$ cat config.mk
export PLATFORM = sky130hd
export DESIGN_NAME = aes_core_arbiter
export DESIGN_NICKNAME = d
export VERILOG_FILES = /design/src/rtl/aes_core_arbiter_pkg.sv /design/src/rtl/aes_core_arbiter_rr.sv /design/src/rtl/aes_core_arbiter.sv
export SDC_FILE = /design/constraint.sdc
export NUM_CORES = 1
export LEC_CHECK = 0
export BUFFER_PORTS_ARGS = -buffer_cell sky130_fd_sc_hd__buf_2
export CAP_MARGIN = 20
export CORE_AREA = 2 2 560 562
export DETAILED_ROUTE_END_ITERATION = 8
export DIE_AREA = 0 0 562 564
export PLACE_DENSITY_LB_ADDON = 0.05
export REMOVE_ABC_BUFFERS = 1
export SLEW_MARGIN = 20
export SYNTH_ARGS = -nofsm -noshare
export SYNTH_HDL_FRONTEND = slang
export SYNTH_SLANG_ARGS = --single-unit
export TNS_END_PERCENT = 5
$ cat constraint.sdc
create_clock -name clk -period 1.7 [get_ports clk]
set_input_delay 0.17 -clock clk [delete_from_list [all_inputs] [get_ports clk]]
set_output_delay 0.17 -clock clk [all_outputs]
set_load 0.02 [all_outputs]
$ cat src/rtl/aes_core_arbiter_pkg.sv
`default_nettype none
// ============================================================================
//  Module      : aes_core_arbiter_pkg
//  Description : Shared types for the AES core arbiter. This file holds the
//                op encodings used by the requesters and the arbiter FSM
//                state encoding.
//  Revision    : 1.0 - initial release
// ============================================================================
package aes_core_arbiter_pkg;

    // Requester op field encoding. These values match the codes the mode
    // modules drive.
    typedef enum logic [1:0] {
        AES_OP_CIPHER   = 2'b00,
        AES_OP_DECIPHER = 2'b01,
        AES_OP_KEYEXP   = 2'b10,
        AES_OP_RSVD     = 2'b11
    } aes_op_e;

    typedef enum logic [1:0] {
        ST_IDLE  = 2'd0,
        ST_ISSUE = 2'd1,
        ST_WAIT  = 2'd2
    } arb_state_e;

endpackage
`default_nettype wire

$ cat src/rtl/aes_core_arbiter_rr.sv
`default_nettype none
// ============================================================================
//  Module      : rr_arbiter
//  Description : Combinational round-robin picker. It returns the first
//                eligible requester after rr_ptr, wrapping modulo N.
//  Ports       : eligible    - per-requester eligibility mask
//                rr_ptr      - last granted index
//                grant_oh    - one-hot grant (zero when nothing eligible)
//                grant_idx   - binary index of the grant
//                grant_valid - any requester selected
//  Revision    : 1.0 - initial release
// ============================================================================
module rr_arbiter #(
    parameter int N     = 2,
    parameter int IDX_W = 1
) (
    input  logic [N-1:0]     eligible,
    input  logic [IDX_W-1:0] rr_ptr,
    output logic [N-1:0]     grant_oh,
    output logic [IDX_W-1:0] grant_idx,
    output logic             grant_valid
);
    localparam int DW = IDX_W + 1;

    logic [DW-1:0] w_dist;
    logic [DW-1:0] w_best;

    // Each candidate gets a distance measured from the slot after rr_ptr.
    // The candidate with the smallest distance wins. The loop index is used
    // only as a constant select.
    always_comb begin
        grant_oh    = '0;
        grant_idx   = '0;
        grant_valid = 1'b0;
        w_best      = '1;
        w_dist      = '0;
        for (int i = 0; i < N; i++) begin
            if (IDX_W'(i) > rr_ptr) begin
                w_dist = DW'(i) - {1'b0, rr_ptr} - DW'(1);
            end else begin
                w_dist = DW'(i) + DW'(N) - {1'b0, rr_ptr} - DW'(1);
            end
            if (eligible[i] && (w_dist < w_best)) begin
                w_best      = w_dist;
                grant_oh    = '0;
                grant_oh[i] = 1'b1;
                grant_idx   = IDX_W'(i);
                grant_valid = 1'b1;
            end
        end
    end

endmodule
`default_nettype wire

$ cat src/rtl/aes_core_arbiter.sv
`default_nettype none
// ============================================================================
//  Module      : aes_core_arbiter
//  Description : Shares one aes_top core between NUM_REQ requesters. It picks
//                requesters round-robin, issues cipher, decipher or key
//                expansion ops, and routes each result back to its requester.
//                It also records which requester owns the expanded key
//                schedule.
//  Ports       : req_*   - per-requester handshake, op, key and block (packed,
//                          requester 0 in the LSBs)
//                rsp_*   - one-hot result pulse and the shared result block
//                core_*  - aes_top control, data and status
//                arb_busy- an op is in flight
//  Revision    : 1.0 - initial release
// ============================================================================
module aes_core_arbiter
    import aes_core_arbiter_pkg::*;
#(
    parameter int NUM_REQ = 2,
    parameter int BLK_W   = 128,
    parameter int KEY_W   = 256
) (
    input  logic                     clk,
    input  logic                     reset,
    input  logic [NUM_REQ-1:0]       req_valid,
    output logic [NUM_REQ-1:0]       req_ready,
    input  logic [2*NUM_REQ-1:0]     req_op,
    input  logic [NUM_REQ-1:0]       req_key256,
    input  logic [NUM_REQ-1:0]       req_key_release,
    input  logic [NUM_REQ*BLK_W-1:0] req_blk,
    input  logic [NUM_REQ*KEY_W-1:0] req_key,
    output logic [NUM_REQ-1:0]       rsp_valid,
    output logic [BLK_W-1:0]         rsp_blk,
    output logic                     core_en_cipher,
    output logic                     core_en_decipher,
    output logic                     core_en_key,
    output logic                     core_aes128_mode,
    output logic                     core_aes256_mode,
    output logic [KEY_W-1:0]         core_key,
    output logic [BLK_W-1:0]         core_in_blk,
    input  logic [BLK_W-1:0]         core_out_blk,
    input  logic                     core_done,
    input  logic                     core_busy,
    output logic                     arb_busy
);
    localparam int IDX_W = (NUM_REQ > 1) ? $clog2(NUM_REQ) : 1;

    arb_state_e         state_q, state_d;
    aes_op_e            op_q, op_d;
    logic [IDX_W-1:0]   grant_q, grant_d;
    logic [IDX_W-1:0]   rr_ptr_q, rr_ptr_d;
    logic [IDX_W-1:0]   key_owner_q, key_owner_d;
    logic [BLK_W-1:0]   blk_q, blk_d;
    logic [BLK_W-1:0]   rsp_blk_q, rsp_blk_d;
    logic [KEY_W-1:0]   key_q, key_d;
    logic [NUM_REQ-1:0] rsp_valid_q, rsp_valid_d;
    logic               exp256_q, exp256_d;      // key size of the expansion in flight
    logic               key256_q, key256_d;      // key size of the installed schedule
    logic               key_valid_q, key_valid_d;
    logic               rel_pend_q, rel_pend_d;  // owner released during its own re-expansion

    logic [NUM_REQ-1:0] w_eligible;
    logic [NUM_REQ-1:0] w_grant_oh;
    logic [NUM_REQ-1:0] w_grant_q_oh;
    logic [IDX_W-1:0]   w_grant_idx;
    logic               w_grant_valid;
    logic               w_accept;
    logic               w_rel_hit;
    logic               w_hold_release;
    aes_op_e            w_sel_op;
    logic [BLK_W-1:0]   w_sel_blk;
    logic [KEY_W-1:0]   w_sel_key;
    logic               w_sel_256;
    logic               w_mode256;
    logic               w_mode_act;

    // Eligibility is based on the registered key state. A release and a
    // request in the same cycle therefore take effect one cycle later.
    for (genvar gi = 0; gi < NUM_REQ; gi++) begin : g_elig
        aes_op_e w_op;
        logic    w_owns;
        assign w_op   = aes_op_e'(req_op[2*gi +: 2]);
        assign w_owns = key_valid_q && (key_owner_q == IDX_W'(gi));
        assign w_eligible[gi] = req_valid[gi] &&
            (((w_op == AES_OP_KEYEXP) && (!key_valid_q || w_owns)) ||
             (((w_op == AES_OP_CIPHER) || (w_op == AES_OP_DECIPHER)) && w_owns));
    end

    rr_arbiter #(
        .N     (NUM_REQ),
        .IDX_W (IDX_W)
    ) u_rr (
        .eligible    (w_eligible),
        .rr_ptr      (rr_ptr_q),
        .grant_oh    (w_grant_oh),
        .grant_idx   (w_grant_idx),
        .grant_valid (w_grant_valid)
    );

    // Field muxes: the winning requester's fields, the release from the
    // current owner, and the one-hot form of the latched grant.
    always_comb begin
        w_sel_op     = AES_OP_CIPHER;
        w_sel_blk    = '0;
        w_sel_key    = '0;
        w_sel_256    = 1'b0;
        w_rel_hit    = 1'b0;
        w_grant_q_oh = '0;
        for (int i = 0; i < NUM_REQ; i++) begin
            if (w_grant_idx == IDX_W'(i)) begin
                w_sel_op  = aes_op_e'(req_op[2*i +: 2]);
                w_sel_blk = req_blk[i*BLK_W +: BLK_W];
                w_sel_key = req_key[i*KEY_W +: KEY_W];
                w_sel_256 = req_key256[i];
            end
            if (key_owner_q == IDX_W'(i)) begin
                w_rel_hit = key_valid_q && req_key_release[i];
            end
            if (grant_q == IDX_W'(i)) begin
                w_grant_q_oh[i] = 1'b1;
            end
        end
    end

    // A new accept cannot happen in the cycle that the previous result is
    // presented.
    assign w_accept  = !reset && (state_q == ST_IDLE) && (rsp_valid_q == '0) && w_grant_valid;
    assign req_ready = w_accept ? w_grant_oh : '0;

    // If the owner releases while its own key expansion is in progress, the
    // release must not act on the schedule that is being rebuilt. It is held
    // in rel_pend and applied when that expansion completes.
    assign w_hold_release = (state_q == ST_WAIT) && (op_q == AES_OP_KEYEXP) && (grant_q == key_owner_q);

    always_comb begin
        state_d     = state_q;
        op_d        = op_q;
        grant_d     = grant_q;
        rr_ptr_d    = rr_ptr_q;
        key_owner_d = key_owner_q;
        blk_d       = blk_q;
        key_d       = key_q;
        exp256_d    = exp256_q;
        key256_d    = key256_q;
        key_valid_d = key_valid_q;
        rel_pend_d  = rel_pend_q;
        rsp_blk_d   = rsp_blk_q;
        rsp_valid_d = '0;

        if (w_rel_hit) begin
            if (w_hold_release) begin
                rel_pend_d = 1'b1;
            end else begin
                key_valid_d = 1'b0;
            end
        end

        case (state_q)
            ST_IDLE: begin
                if (w_accept) begin
                    op_d     = w_sel_op;
                    blk_d    = w_sel_blk;
                    key_d    = w_sel_key;
                    exp256_d = w_sel_256;
                    grant_d  = w_grant_idx;
                    state_d  = ST_ISSUE;
                end
            end
            ST_ISSUE: begin
                if (!core_busy) begin
                    state_d = ST_WAIT;
                end
            end
            ST_WAIT: begin
                if (core_done) begin
                    rsp_valid_d = w_grant_q_oh;
                    rr_ptr_d    = grant_q;
                    state_d     = ST_IDLE;
                    if (op_q == AES_OP_KEYEXP) begin
                        rsp_blk_d   = '0;
                        key_valid_d = !(rel_pend_q || w_rel_hit);
                        key_owner_d = grant_q;
                        key256_d    = exp256_q;
                        rel_pend_d  = 1'b0;
                    end else begin
                        rsp_blk_d = core_out_blk;
                    end
                end
            end
            default: state_d = ST_IDLE;
        endcase
    end

    always_ff @(posedge clk) begin
        if (reset) begin
            state_q     <= ST_IDLE;
            op_q        <= AES_OP_CIPHER;
            grant_q     <= '0;
            rr_ptr_q    <= IDX_W'(NUM_REQ - 1);
            key_owner_q <= '0;
            blk_q       <= '0;
            key_q       <= '0;
            exp256_q    <= 1'b0;
            key256_q    <= 1'b0;
            key_valid_q <= 1'b0;
            rel_pend_q  <= 1'b0;
            rsp_blk_q   <= '0;
            rsp_valid_q <= '0;
        end else begin
            state_q     <= state_d;
            op_q        <= op_d;
            grant_q     <= grant_d;
            rr_ptr_q    <= rr_ptr_d;
            key_owner_q <= key_owner_d;
            blk_q       <= blk_d;
            key_q       <= key_d;
            exp256_q    <= exp256_d;
            key256_q    <= key256_d;
            key_valid_q <= key_valid_d;
            rel_pend_q  <= rel_pend_d;
            rsp_blk_q   <= rsp_blk_d;
            rsp_valid_q <= rsp_valid_d;
        end
    end

    // The enable is a single-cycle pulse. It is decoded from the ISSUE state,
    // so it appears in the cycle after accept whenever the core is idle.
    assign core_en_cipher   = (state_q == ST_ISSUE) && !core_busy && (op_q == AES_OP_CIPHER);
    assign core_en_decipher = (state_q == ST_ISSUE) && !core_busy && (op_q == AES_OP_DECIPHER);
    assign core_en_key      = (state_q == ST_ISSUE) && !core_busy && (op_q == AES_OP_KEYEXP);

    // During an expansion the mode lines follow the requested key size.
    // At all other times they follow the installed schedule. Both lines stay
    // low when there is nothing to describe.
    assign w_mode256        = ((state_q != ST_IDLE) && (op_q == AES_OP_KEYEXP)) ? exp256_q : key256_q;
    assign w_mode_act       = key_valid_q || (state_q != ST_IDLE);
    assign core_aes256_mode = w_mode_act && w_mode256;
    assign core_aes128_mode = w_mode_act && !w_mode256;

    assign core_key    = key_q;
    assign core_in_blk = blk_q;
    assign rsp_valid   = rsp_valid_q;
    assign rsp_blk     = rsp_blk_q;
    assign arb_busy    = (state_q != ST_IDLE);

endmodule
`default_nettype wire
==> out/qor.txt <==
Status -> finished, violations left
Failing checks -> setup timing
Clk buf depth -> 4
CTS Buf Count -> 93
Sequential share of the synthesized area -> 0.425
Starting Density -> 0.0796
Iteration-0 DRC count of the detailed router -> 1,230
Worst-Margin Slew -> 0.812 ns
Worst Setup EP -> req_ready[0]
Reg-to-reg slack, setup -> -0.54 ns
Cells along the critical path -> mux2_4 > and2_4 > buf_12 > buf_4 > a21oi_1 > buf_4
Hold Vio Cnt, Final -> 0
# H-tree levels -> 3
Internal -> 30.3 mW
CP required -> 1.53 ns
GRT Overall Usage -> 0.143
Reg area -> 0.0105 mm^2
Max_cap viols -> 0
Worst R2R Path Depth -> 9
Yosys cell types -> 41
Crit path max fanout -> 7
Mean Syn Cell Area -> 9.39 um^2
Detail Placement HPWL -> 183,000 um
Reg clk slew, reported paths -> 0.06 ns
Vias in the first global route -> 35,509
R2r endpoint -> core_key[70]
Worst Hold Class -> input pin to flip-flop
Worst setup margin -> -0.694 ns
Clock Sinks -> 525
First-pass detailed-route iteration total -> 5
Reg-to-reg startpoint -> key_valid_q
Sw Pwr -> 15.2 mW
Sequential fraction of design power -> 0.298
Total Neg Setup Slack -> -181.14 ns
Slowest cell on crit path -> dfxtp_2
Layout Nets -> 6,028
WHS -> 0.125 ns
Startpoint types -> flip-flop
P_leak -> 21.2 nW
Critical path type -> flip-flop to output pin
DR vias/cell -> 3.55
RSZ-0062 raised after global routing -> true
Worst Path Arrival -> 2.22 ns
Met3 wire len -> 16,300 um
Routability cong. -> 0.763
Die H -> 564 um
Layout area overhead -> 118%
Fin cells -> 9,366
Io pins -> 1,432
Fill cells -> 35,342
Grt total ovfl -> 0
CP dominant cell by count -> buf_4
Area of the multi-input gates -> 0.0130 mm^2
Layout cell share with drive strength beyond 1 -> 0.463
Critical Path Start -> key_valid_q
Final Setup Violations -> 522
Crit path capture type -> output pin
Placed Instances -> 8,181
Worst-skew pair later-pin latency -> 0.83 ns
Post-Syn Area -> 0.0247 mm^2
Delay of the slowest cell on the worst path -> 0.35 ns
Largest net degree at the start of global routing -> 91
Root cell of the clock tree -> clkbuf_16
Clock skew after layout -> 0.0451 ns
Clock Power Share -> 0.436
Switching share of total power -> 0.334
WL met1 -> 104,000 um
Worst Hold Launch -> core_out_blk[94]
Pre-CTS setup slack -> -0.651 ns
Comb power frac -> 0.267
Die width -> 562 um
VDD IR max -> 0.000661 V
Buffers on Ports -> 1,431
Final period utilization -> 1.41
Area of the die -> 0.317 mm^2
Relative slew margins -> 0.458
Yosys warning total -> 0
Total power -> 45.5 mW
Max Slew Vio Count -> 0
Tmin final -> 2.39 ns
CTS tree -> built
Max Used Layer -> met5
Routed len/inst -> 26.0 um
Via Count -> 33,255
Post-synthesis cell count -> 2,634
DRC -> 0
Met2 wire length -> 119,000 um
Post-detailed-route count of antenna-violating nets -> 0
Synth Register Bits -> 525
Cell Pwr Density -> 843 mW/mm^2
Max Clock Freq -> 418 MHz
Post-Route WL -> 244,000 um
First-pass GRT wire length -> 316,000 um
Row Count -> 205
Core Box Area -> 0.311 mm^2
Initial antenna violation count -> 86
-- cell families (layout without fill, tap and decap cells) --
| group | after synthesis | after routing | synth area share |
|---|---|---|---|
| xor+xnor | 1 | 1 | 0.000354 |
| mux | 3 | 3 | 0.00142 |
| flops | 525 | 525 | 0.425 |
| simple gates | 422 | 422 | 0.0871 |
| buf+inv | 377 | 2926 | 0.0720 |
| other cells | 0 | 43 | 0 |
| compound gates | 1306 | 1306 | 0.414 |
-- state kept, by name, summed over array words and instances, names as in the netlist, 2 cells and up --
register,count
op_q,2
core_in_blk,128
rsp_blk,128
core_key,256
state_q,2
rsp_valid,2
-- worst min-delay path by stage --
stage | end | slack (ns) | cells past startpoint
2_1_floorplan | core_in_blk[100] | 0.24 | 1
3_3_place_gp | rsp_blk[93] | 0.39 | 2
3_5_place_dp | rsp_blk[49] | 0.38 | 2
4_1_cts | rsp_blk[107] | 0.0004 | 3
5_1_grt | rsp_blk[117] | 0.05 | 3
6_report | rsp_blk[94] | 0.13 | 3
-- cells in the mapped netlist, drive strengths merged --
| master | n | share of area |
|---|---|---|
| nand2 | 6 | 0.0010 |
| and3 | 1 | 0.00025 |
| mux2i | 2 | 0.00081 |
| and4 | 1 | 0.00035 |
| nand4b | 1 | 0.00035 |
| a211o | 1 | 0.00035 |
| mux2 | 1 | 0.00061 |
| nor4 | 1 | 0.00086 |
| dfxtp | 525 | 0.42 |
| or3b | 1 | 0.00035 |
| a32o | 1 | 0.00046 |
| a311oi | 387 | 0.21 |
| a21boi | 3 | 0.00091 |
| nand4 | 2 | 0.00051 |
| clkbuf | 255 | 0.039 |
| or2 | 2 | 0.00051 |
| nand2b | 1 | 0.00025 |
| nor2b | 2 | 0.00051 |
| or4 | 1 | 0.00030 |
| nand3 | 388 | 0.079 |
| nand3b | 2 | 0.00061 |
| a22o | 128 | 0.045 |
| o21ai | 390 | 0.079 |
| buf | 118 | 0.033 |
| nor2 | 5 | 0.00076 |
| o31a | 1 | 0.00035 |
| nor3 | 4 | 0.00081 |
| nor3b | 2 | 0.00061 |
| a21oi | 393 | 0.080 |
| xnor2 | 1 | 0.00035 |
| and2 | 2 | 0.00051 |
| o21ba | 1 | 0.00040 |
| o22ai | 1 | 0.00025 |
| inv | 4 | 0.00061 |
-- critical path, delay by kind of cell, from the launching register on --
family	cells	cell delay (ns)
buf+inv	3	0.47
compound gates	1	0.12
simple gates	1	0.17
flops	1	0.35
mux	1	0.32
-- per-stage QoR --
step                instance area (um^2)   util
detailed placement                 39200  0.126
global placement                   39200  0.126
global route                       53900  0.173
finish                             53900  0.174
floorplan                          23000      -
CTS                                52500  0.169
-- final cells by class --
cell class              count  share of cell area
flip-flops and latches    525               0.195
clock inverters            23             0.00582
clock buffers             137              0.0501
multi-input cells        1732               0.241
well taps                4140              0.0960
repair buffers           2762               0.410
diodes                     43             0.00199
inverters                   4            0.000278
-- repair_timing --
| action | 4_1_cts | 5_1_grt |
|---|---|---|
| hold endpoints to repair | 523 | 0 |
| resized for setup | 182 | 137 |
| hold buffers | 908 | 0 |
| pin swaps | 129 | 57 |
| cloned | 10 | 28 |
| setup buffers | 28 | 14 |
| endpoints found under the setup margin | 420 | 524 |
-- power groups by stage --
stage	combinational (mW)	clock (mW)	sequential, mW
after floorplan	3.10	0	14.6
after global placement	9.39	0	13.8
after detailed placement	9.31	0	13.8
after CTS	11.8	20.9	13.5
after global routing	13.0	21.2	13.6
final	12.1	19.8	13.5
-- cells in the final DEF, fill, tap and decap left out, types with 34 or more instances in the layout --
cell and n:
buf_16 34, o21ai_0 384, dlygate4sd3_1 908, dfxtp_1 509, diode_2 43, a22o_1 128
buf_12 101, buf_4 233, a21oi_1 327, a21oi_2 63, clkbuf_16 115, buf_6 45
a311oi_2 302, a311oi_1 85, nand3_1 382, buf_2 1405
-- layer usage --
layer	track usage	vias up
li1	-	15407
met1	0.175	16380
met2	0.249	1159
met3	0.0416	249
met4	0.0253	60
met5	0	-
Power figures use the tool's default switching activity.
